## src/rtl/u_sequencer.sv

```systemverilog
// ============================================================================
// Module   : u_sequencer
// Purpose  : Microcode sequencer; next micro-address and fetch-boundary events.
//            Optional macro U_SEQ_TRACE_EN adds trace_addr / trace_cnt.
// Revision : 1.0 - initial release
// ============================================================================
`default_nettype none

module u_sequencer #(
  parameter int OPC_W      = 8,
  parameter int STEP_W     = 6,
  parameter int FETCH_ADDR = 0,
  parameter int IRQ_ADDR   = 64
) (
  input  logic                      clk,
  input  logic                      arst,
  input  logic [1:0]                typ,
  input  logic [6:0]                u_offset,
  input  logic                      cond_invert,
  input  logic                      cond_flag_src,
  input  logic [3:0]                cond_sel,
  input  logic                      escape,
  input  logic [3:0]                flags,
  input  logic [3:0]                u_flags,
  input  logic [OPC_W-1:0]          ir,
  input  logic                      irq_pending,
  input  logic                      irq_en,
  input  logic                      dma_req,
  input  logic                      halt_req,
  input  logic                      mem_wait,
  output logic [OPC_W+STEP_W:0]     u_addr,
`ifdef U_SEQ_TRACE_EN
  output logic [OPC_W+STEP_W:0]     trace_addr,
  output logic [15:0]               trace_cnt,
`endif
  output logic                      dma_ack,
  output logic                      halted,
  output logic                      irq_taken,
  output logic                      cond_true
);

  localparam int AW = 1 + OPC_W + STEP_W;

  typedef enum logic [1:0] {
    S_RUN  = 2'd0,
    S_DMA  = 2'd1,
    S_HALT = 2'd2
  } state_t;

  state_t              r_state;
  logic [AW-1:0]       r_u_addr;
  logic                r_esc_latch;
  logic                r_dma_ack;
  logic                r_halted;
  logic                r_irq_taken;

  logic [3:0]          w_f;
  logic                w_c;
  logic [STEP_W-1:0]   w_step;
  logic [STEP_W-1:0]   w_step_inc;
  logic [STEP_W-1:0]   w_step_br;
  logic [AW-1:0]       w_fetch_addr;
  logic [AW-1:0]       w_irq_addr;

  // F bit order is {OF,SF,CF,ZF}
  always_comb begin
    w_f = cond_flag_src ? u_flags : flags;
    w_c = 1'b0;
    case (cond_sel)
      4'd0:    w_c = w_f[0];
      4'd1:    w_c = w_f[1];
      4'd2:    w_c = w_f[2];
      4'd3:    w_c = w_f[3];
      4'd4:    w_c = w_f[2] ^ w_f[3];
      4'd5:    w_c = w_f[0] | (w_f[2] ^ w_f[3]);
      4'd6:    w_c = w_f[1] | w_f[0];
      4'd7:    w_c = dma_req;
      4'd8:    w_c = irq_pending;
      default: w_c = 1'b0;
    endcase
  end

  assign cond_true    = cond_invert ^ w_c;
  assign w_step       = r_u_addr[STEP_W-1:0];
  assign w_step_inc   = w_step + STEP_W'(1);
  assign w_step_br    = w_step + STEP_W'({{STEP_W{u_offset[6]}}, u_offset});
  assign w_fetch_addr = AW'(FETCH_ADDR);
  assign w_irq_addr   = AW'(IRQ_ADDR);

  always_ff @(posedge clk or posedge arst) begin
    if (arst) begin
      r_state     <= S_RUN;
      r_u_addr    <= AW'(FETCH_ADDR);
      r_esc_latch <= 1'b0;
      r_dma_ack   <= 1'b0;
      r_halted    <= 1'b0;
      r_irq_taken <= 1'b0;
    end else begin
      r_irq_taken <= 1'b0;
      if (!mem_wait) begin
        case (r_state)
          S_RUN: begin
            // DECODE consumes the old latch, then takes this word's ESCAPE
            if (typ == 2'd3)
              r_esc_latch <= escape;
            else if (escape)
              r_esc_latch <= 1'b1;
            case (typ)
              2'd0: r_u_addr[STEP_W-1:0] <= w_step_inc;
              2'd1: r_u_addr[STEP_W-1:0] <= cond_true ? w_step_br : w_step_inc;
              2'd2: begin
                if (dma_req) begin
                  r_state   <= S_DMA;
                  r_dma_ack <= 1'b1;
                end else if (irq_pending && irq_en && !r_esc_latch) begin
                  r_u_addr    <= w_irq_addr;
                  r_irq_taken <= 1'b1;
                end else if (halt_req) begin
                  r_state  <= S_HALT;
                  r_halted <= 1'b1;
                end else begin
                  r_u_addr <= w_fetch_addr;
                end
              end
              default: r_u_addr <= {r_esc_latch, ir, {STEP_W{1'b0}}};
            endcase
          end
          S_DMA: begin
            if (!dma_req) begin
              r_state   <= S_RUN;
              r_dma_ack <= 1'b0;
              r_u_addr  <= w_fetch_addr;
            end
          end
          S_HALT: begin
            if (dma_req) begin
              r_state   <= S_DMA;
              r_halted  <= 1'b0;
              r_dma_ack <= 1'b1;
            end else if (irq_pending && irq_en) begin
              r_state     <= S_RUN;
              r_halted    <= 1'b0;
              r_u_addr    <= w_irq_addr;
              r_irq_taken <= 1'b1;
            end else if (!halt_req) begin
              r_state  <= S_RUN;
              r_halted <= 1'b0;
              r_u_addr <= w_fetch_addr;
            end
          end
          default: r_state <= S_RUN;
        endcase
      end
    end
  end

  assign u_addr    = r_u_addr;
  assign dma_ack   = r_dma_ack;
  assign halted    = r_halted;
  assign irq_taken = r_irq_taken;

`ifdef U_SEQ_TRACE_EN
  logic          w_br_taken;
  logic          w_irq_entry;
  logic [AW-1:0] r_trace_addr;
  logic [15:0]   r_trace_cnt;

  assign w_br_taken  = (r_state == S_RUN) && !mem_wait && (typ == 2'd1) && cond_true;
  assign w_irq_entry = !mem_wait && !dma_req && irq_pending && irq_en &&
                       (((r_state == S_RUN) && (typ == 2'd2) && !r_esc_latch) ||
                        (r_state == S_HALT));

  always_ff @(posedge clk or posedge arst) begin
    if (arst) begin
      r_trace_addr <= '0;
      r_trace_cnt  <= '0;
    end else begin
      if (w_br_taken || w_irq_entry)
        r_trace_addr <= r_u_addr;
      if (w_br_taken && (r_trace_cnt != 16'hFFFF))
        r_trace_cnt <= r_trace_cnt + 16'd1;
    end
  end

  assign trace_addr = r_trace_addr;
  assign trace_cnt  = r_trace_cnt;
`endif

endmodule

`default_nettype wire

```

## config.mk

```make
export PLATFORM = sky130hd
export DESIGN_NAME = u_sequencer
export DESIGN_NICKNAME = d
export VERILOG_FILES = /design/src/rtl/u_sequencer.sv
export SDC_FILE = /design/constraint.sdc
export NUM_CORES = 1
export LEC_CHECK = 0
export ABC_AREA = 1
export CAP_MARGIN = 20
export CORE_ASPECT_RATIO = 1.1
export CORE_MARGIN = 3
export CORE_UTILIZATION = 45
export DETAILED_ROUTE_END_ITERATION = 12
export DONT_BUFFER_PORTS = 1
export GPL_ROUTABILITY_DRIVEN = 1
export GPL_TIMING_DRIVEN = 0
export MAX_ROUTING_LAYER = met4
export PLACE_DENSITY = 0.67
export SYNTH_ARGS = -nofsm -noshare
export SYNTH_HDL_FRONTEND = slang
export SYNTH_SLANG_ARGS = --single-unit
```

## constraint.sdc

```tcl
create_clock -name clk -period 2.4 [get_ports clk]
set_input_delay 0.36 -clock clk [delete_from_list [all_inputs] [get_ports clk]]
set_output_delay 0.36 -clock clk [all_outputs]
set_load 0.02 [all_outputs]
```

# == Word-level counts from Yosys, hierarchy flattened ==
# Cells that the tools add are included.
# word_totals
latchBits,0
out_inout_bits,19
mem_bits_rw,0
reg_bits,21
mem_bits_ro,0
n_memories,0
# classes
n_eq_ne,24
n_reduce_logical,16
div,0
shift,0
add_sub_neg,2
order_cmp,0
n_mux,42
n_bitwise,5
multipliers,0
# ops
cell,count
15-bit 2-to-1 mux,6
15-bit one-hot mux with 3 select lines,1
1-bit 2-to-1 mux,18
6-bit one-hot mux with 3 select lines,1
9-bit one-hot mux with 2 select lines,1
4-bit by 3-bit equality test with 1-bit output (second input constant),4
2-bit 2-to-1 mux,8
2-bit != test (second input constant),6
6-bit AND reduction,2
3-bit != test (second input constant),3
1-bit one-hot mux with 9 select lines,1
4-bit by 2-bit equality test with 1-bit output (second input constant),2
7-bit AND reduction,1
6-bit by 1-bit adder with 6-bit output (second input constant),1
6-bit adder,1
2-bit equality test (second input constant),3
6-bit 2-to-1 mux,1
2-bit one-hot mux with 3 select lines,1
5-bit AND reduction,1
2-bit by 1-bit equality test with 1-bit output (second input constant),2
4-bit by 1-bit equality test with 1-bit output (second input constant),1
4-bit equality test (second input constant),1
2-bit logical NOT,2
4-bit logical NOT,1
15 further kinds,20

# == Depth between registers and ports, before layout ==
# logic_depth
word_depth,8
ltp_mapped,16
depth_no_buf,15

# == Worst setup path before layout ==
# OpenSTA, ideal clock, no wires.
# synth_timing
path_type,flip-flop to flip-flop
from,"register r_u_addr[0], in the netlist u_addr[0]"
to,"register r_u_addr[4], in the netlist u_addr[4]"
n_path_buf,0
t_arrival_ns,1.950
setup_slack_ns,0.376
stages_incl_launch_ff,12
synth_period_minus_slack_ns,2.024
setup_ns,0.073
path_cell_list,dfrtp_1 > ha_1 > inv_1 > fa_1 > o21ai_0 > xor2_1 > inv_1 > nand3_1 > nand3_1 > nand2_1 > nand2_1 > a21oi_2
# synth_via
elab_chain_len,4
word_cells_on_any_way,5
cone_classes,add/sub: 2; mux: 3
# synth_rtl
element,line_no,source
"start, declared",51,logic [AW-1:0] r_u_addr;
"start signal, assigned",93,r_u_addr <= AW'(FETCH_ADDR);
"start signal, assigned by index",109,2'd0: r_u_addr[STEP_W-1:0] <= w_step_inc;
"start signal, assigned by index",110,2'd1: r_u_addr[STEP_W-1:0] <= cond_true ? w_step_br : w_step_inc;
6-bit by 1-bit adder with 6-bit output or 6-bit adder (tied branches),"85, 86",
6-bit 2-to-1 mux,110,
6-bit one-hot mux with 3 select lines *,108,case (typ)
15-bit one-hot mux with 3 select lines *,101,case (r_state)
# Mark *: on every way between the ends. The rest lies on a longest branch, timed or not.
# A chain may end at the register's enable or synchronous reset.

# == Final worst setup path ==
# Ends and elaborated chain as after synthesis.

==> results.json <==
{
  "placementRows": 25,
  "maxSlewViolCount": 0,
  "setup_tns_ps": 0,
  "hpwl_um": 3689,
  "finalNonFillerCells": 369,
  "outcome": "complete, no violations",
  "synth_cells": 311,
  "worst_path_largest_cell_delay_ps": 520,
  "crit_arrival_ps": 2360,
  "end_kind": "register",
  "overflow": 0,
  "power.share.switching": 0.5195,
  "synth_edf_count": 0,
  "ctsRootBufferMaster": "clkbuf_8",
  "seqPwrFrac": 0.375,
  "crit_required_ps": 2600,
  "routed_via_density": 5.117,
  "fin_crit_ps": 2164,
  "die_area_mm2": 0.005537,
  "nNetsFinal": 366,
  "grt_pass1_vias": 1821,
  "final_core_util": 0.5035,
  "vdd.ir_drop.worst_mv": 0.5248,
  "die_height_um": 77.75,
  "setup_viol": 0,
  "first_iter_violations": 85,
  "cts_buffers": 3,
  "cts_tree": "built",
  "ys_warn_count": 0,
  "grt_setup_unrepaired": "false",
  "core_mm2": 0.004410,
  "place_ws_ps": 109.5,
  "wl_per_cell_um": 12.31,
  "synth_flop_cell": "dfrtp_1",
  "holdBufCountCts": 0,
  "max-cap-violations": 0,
  "grt_max_degree": 22,
  "n_antenna_cell": 0,
  "final_cell_mix": "nand2_1 (74), inv_1 (54), nor2_1 (39)",
  "ios": 58,
  "crit_family": "adder cells",
  "routed_wl_um": 4542,
  "critPathKind": "register to register",
  "cp-start-kind": "register",
  "netlist.top_cell.by_area": "dfrtp_1",
  "num_vias": 1888,
  "post_cts_buffers": 0,
  "synthArstFlopShare": 1.000,
  "h-tree-depth": 1,
  "tightest_slew_ps": 806.5,
  "die_w_um": 71.23,
  "port-buffer-count": 0,
  "hold_viol": 0,
  "clk_path_buf_depth": 2,
  "final_common_cell": "nand2_1",
  "slew_headroom": 0.4618,
  "synth_fp_nets": 361,
  "p_clk_frac": 0.107,
  "post-route-period-util": 0.9017,
  "crit_chain": "ha_1 -> inv_1 -> fa_1 -> o21ai_0 -> xor2_1 -> inv_1 -> nand3_1 -> nand3_1 -> nand2_1 -> nand2_1 -> a21oi_2",
  "synthDistinctLibCells": 38,
  "routabilityCongestion": 0.8940,
  "ys_seq_elements": 21,
  "crit_fanout": 9,
  "power_density_mw_per_mm2": 1019,
  "area_growth_pct": 5.466,
  "fillers": 462,
  "clkTransAtPathRegs_ps": 80,
  "skew_ps": 6.762,
  "power_mw": 2.263,
  "finalWorstSetupSlack_ps": 236.0,
  "dr.pass1.iters": 4,
  "place_inst": 365,
  "cts_sinks": 21,
  "slowest_stage": "dfrtp_2",
  "fmax_mhz": 462.1,
  "insertion_delay_ps": 270,
  "p_comb_frac": 0.519,
  "drtAntennaViolNets": 0,
  "synthDominantCellAreaShare": 0.2496,
  "antenna_found_initial": 0,
  "hp-class": "input pin to asynchronous set/reset pin",
  "synth_area_leaders": "dfrtp_1 (25%), nand2_1 (13%), inv_1 (9.6%)",
  "internal-power_mw": 1.087,
  "power_switching_mw": 1.176,
  "remaining_drc_errors": 0,
  "grt_usage": 0.1781,
  "ys_seq_area_frac": 0.2496,
  "path_buf_inv": 2,
  "start_util": 0.4774,
  "avgSynthCellArea_um2": 6.771,
  "syn_area_mm2": 0.002106,
  "drive_above_1_share": 0.1302,
  "grt_pass1_wl_um": 7941,
  "p_leak_nw": 1.179
}
-- final cells by class --
class                      instances  area (µm²)  area share
buffer                             2       25.02     0.01127
tap                               54       67.56     0.03042
clock buffer                       3       41.29     0.01859
clock inverter                     1       5.005    0.002254
multi-input combinational        228        1324      0.5961
inverter                          60       231.5      0.1042
sequential                        21       526.8      0.2372
-- power by group through the flow --
stage,Clock (mW),Combinational [mW],Sequential (mW)
floorplan,0,0.989,0.797
global placement,0,1.16,0.858
detailed placement,0,1.18,0.860
CTS,0.246,1.18,0.852
global route,0.262,1.36,0.879
finish,0.241,1.17,0.847
-- flip-flops by register name (all words and copies together) (netlist names) --
signal / flops
r_esc_latch: 1
halted: 1
r_state: 2
irq_taken: 1
dma_ack: 1
u_addr: 15
-- cells in the mapped netlist (2+ instances only) --
library cell  instances
nand3_1              29
o21ai_2               2
o21ai_0               8
a21oi_2               6
a31oi_1               3
inv_2                 4
xnor2_1               2
dfrtp_1              21
nor2_1               39
inv_1                54
nand3_4               2
nand4_1               5
xor2_1                7
nand2_1              74
nor2_2                3
a21oi_1               6
nand2_2               5
o22ai_1               9
nand2_4               4
ha_1                 10
-- path summary, 6_finish.rpt --
check,startpoint,slack (ps),depth (start not counted),to
max,u_addr[0]$_DFFE_PP0P_,240,11,u_addr[4]$_DFFE_PP0P_
min,arst,130,1,u_addr[5]$_DFFE_PP0P_
max reg2reg,u_addr[0]$_DFFE_PP0P_,240,11,u_addr[4]$_DFFE_PP0P_
min reg2reg,r_esc_latch$_DFFE_PP0P_,530,1,r_esc_latch$_DFFE_PP0P_
max in group asynchronous,arst,1720,1,u_addr[0]$_DFFE_PP0P_
min in group clk,mem_wait,140,1,irq_taken$_DFF_PP0_
-- through the flow --
stage | area [µm²] | hold slack, ps
2_1_floorplan | 2106 | 336.5
3_3_place_gp | 2173 | 427.0
3_5_place_dp | 2173 | 426.3
5_1_grt | 2221 | 142.3
6_report | 2221 | 130.1
4_1_cts | 2220 | 139.3
-- logic make-up (layout without fill, tap and decap cells) --
family / Yosys count / count (layout) / share of synthesized area
adder cells (fa/ha/maj): 11 / 11 / 0.06892
flip-flops: 21 / 21 / 0.2496
AND/OR/NAND/NOR: 167 / 167 / 0.3838
buffers and inverters: 62 / 66 / 0.1218
XOR/XNOR: 9 / 9 / 0.03744
AO/OA/AOI/OAI: 41 / 41 / 0.1384
-- timing repair --
item                       CTS  global route
hold endpoints to repair     0             0
setup endpoints to repair    0             1
resized for setup            0             1
-- routing by layer --
layer  track usage  up-vias  wire length (µm)
li1              -     1005                 -
met1        0.2280      832              2058
met2        0.2895       47              2135
met3       0.02979        4               312
met4       0.04887        0                36
met5             -        -                 0
Power figures use the tool's default switching activity.
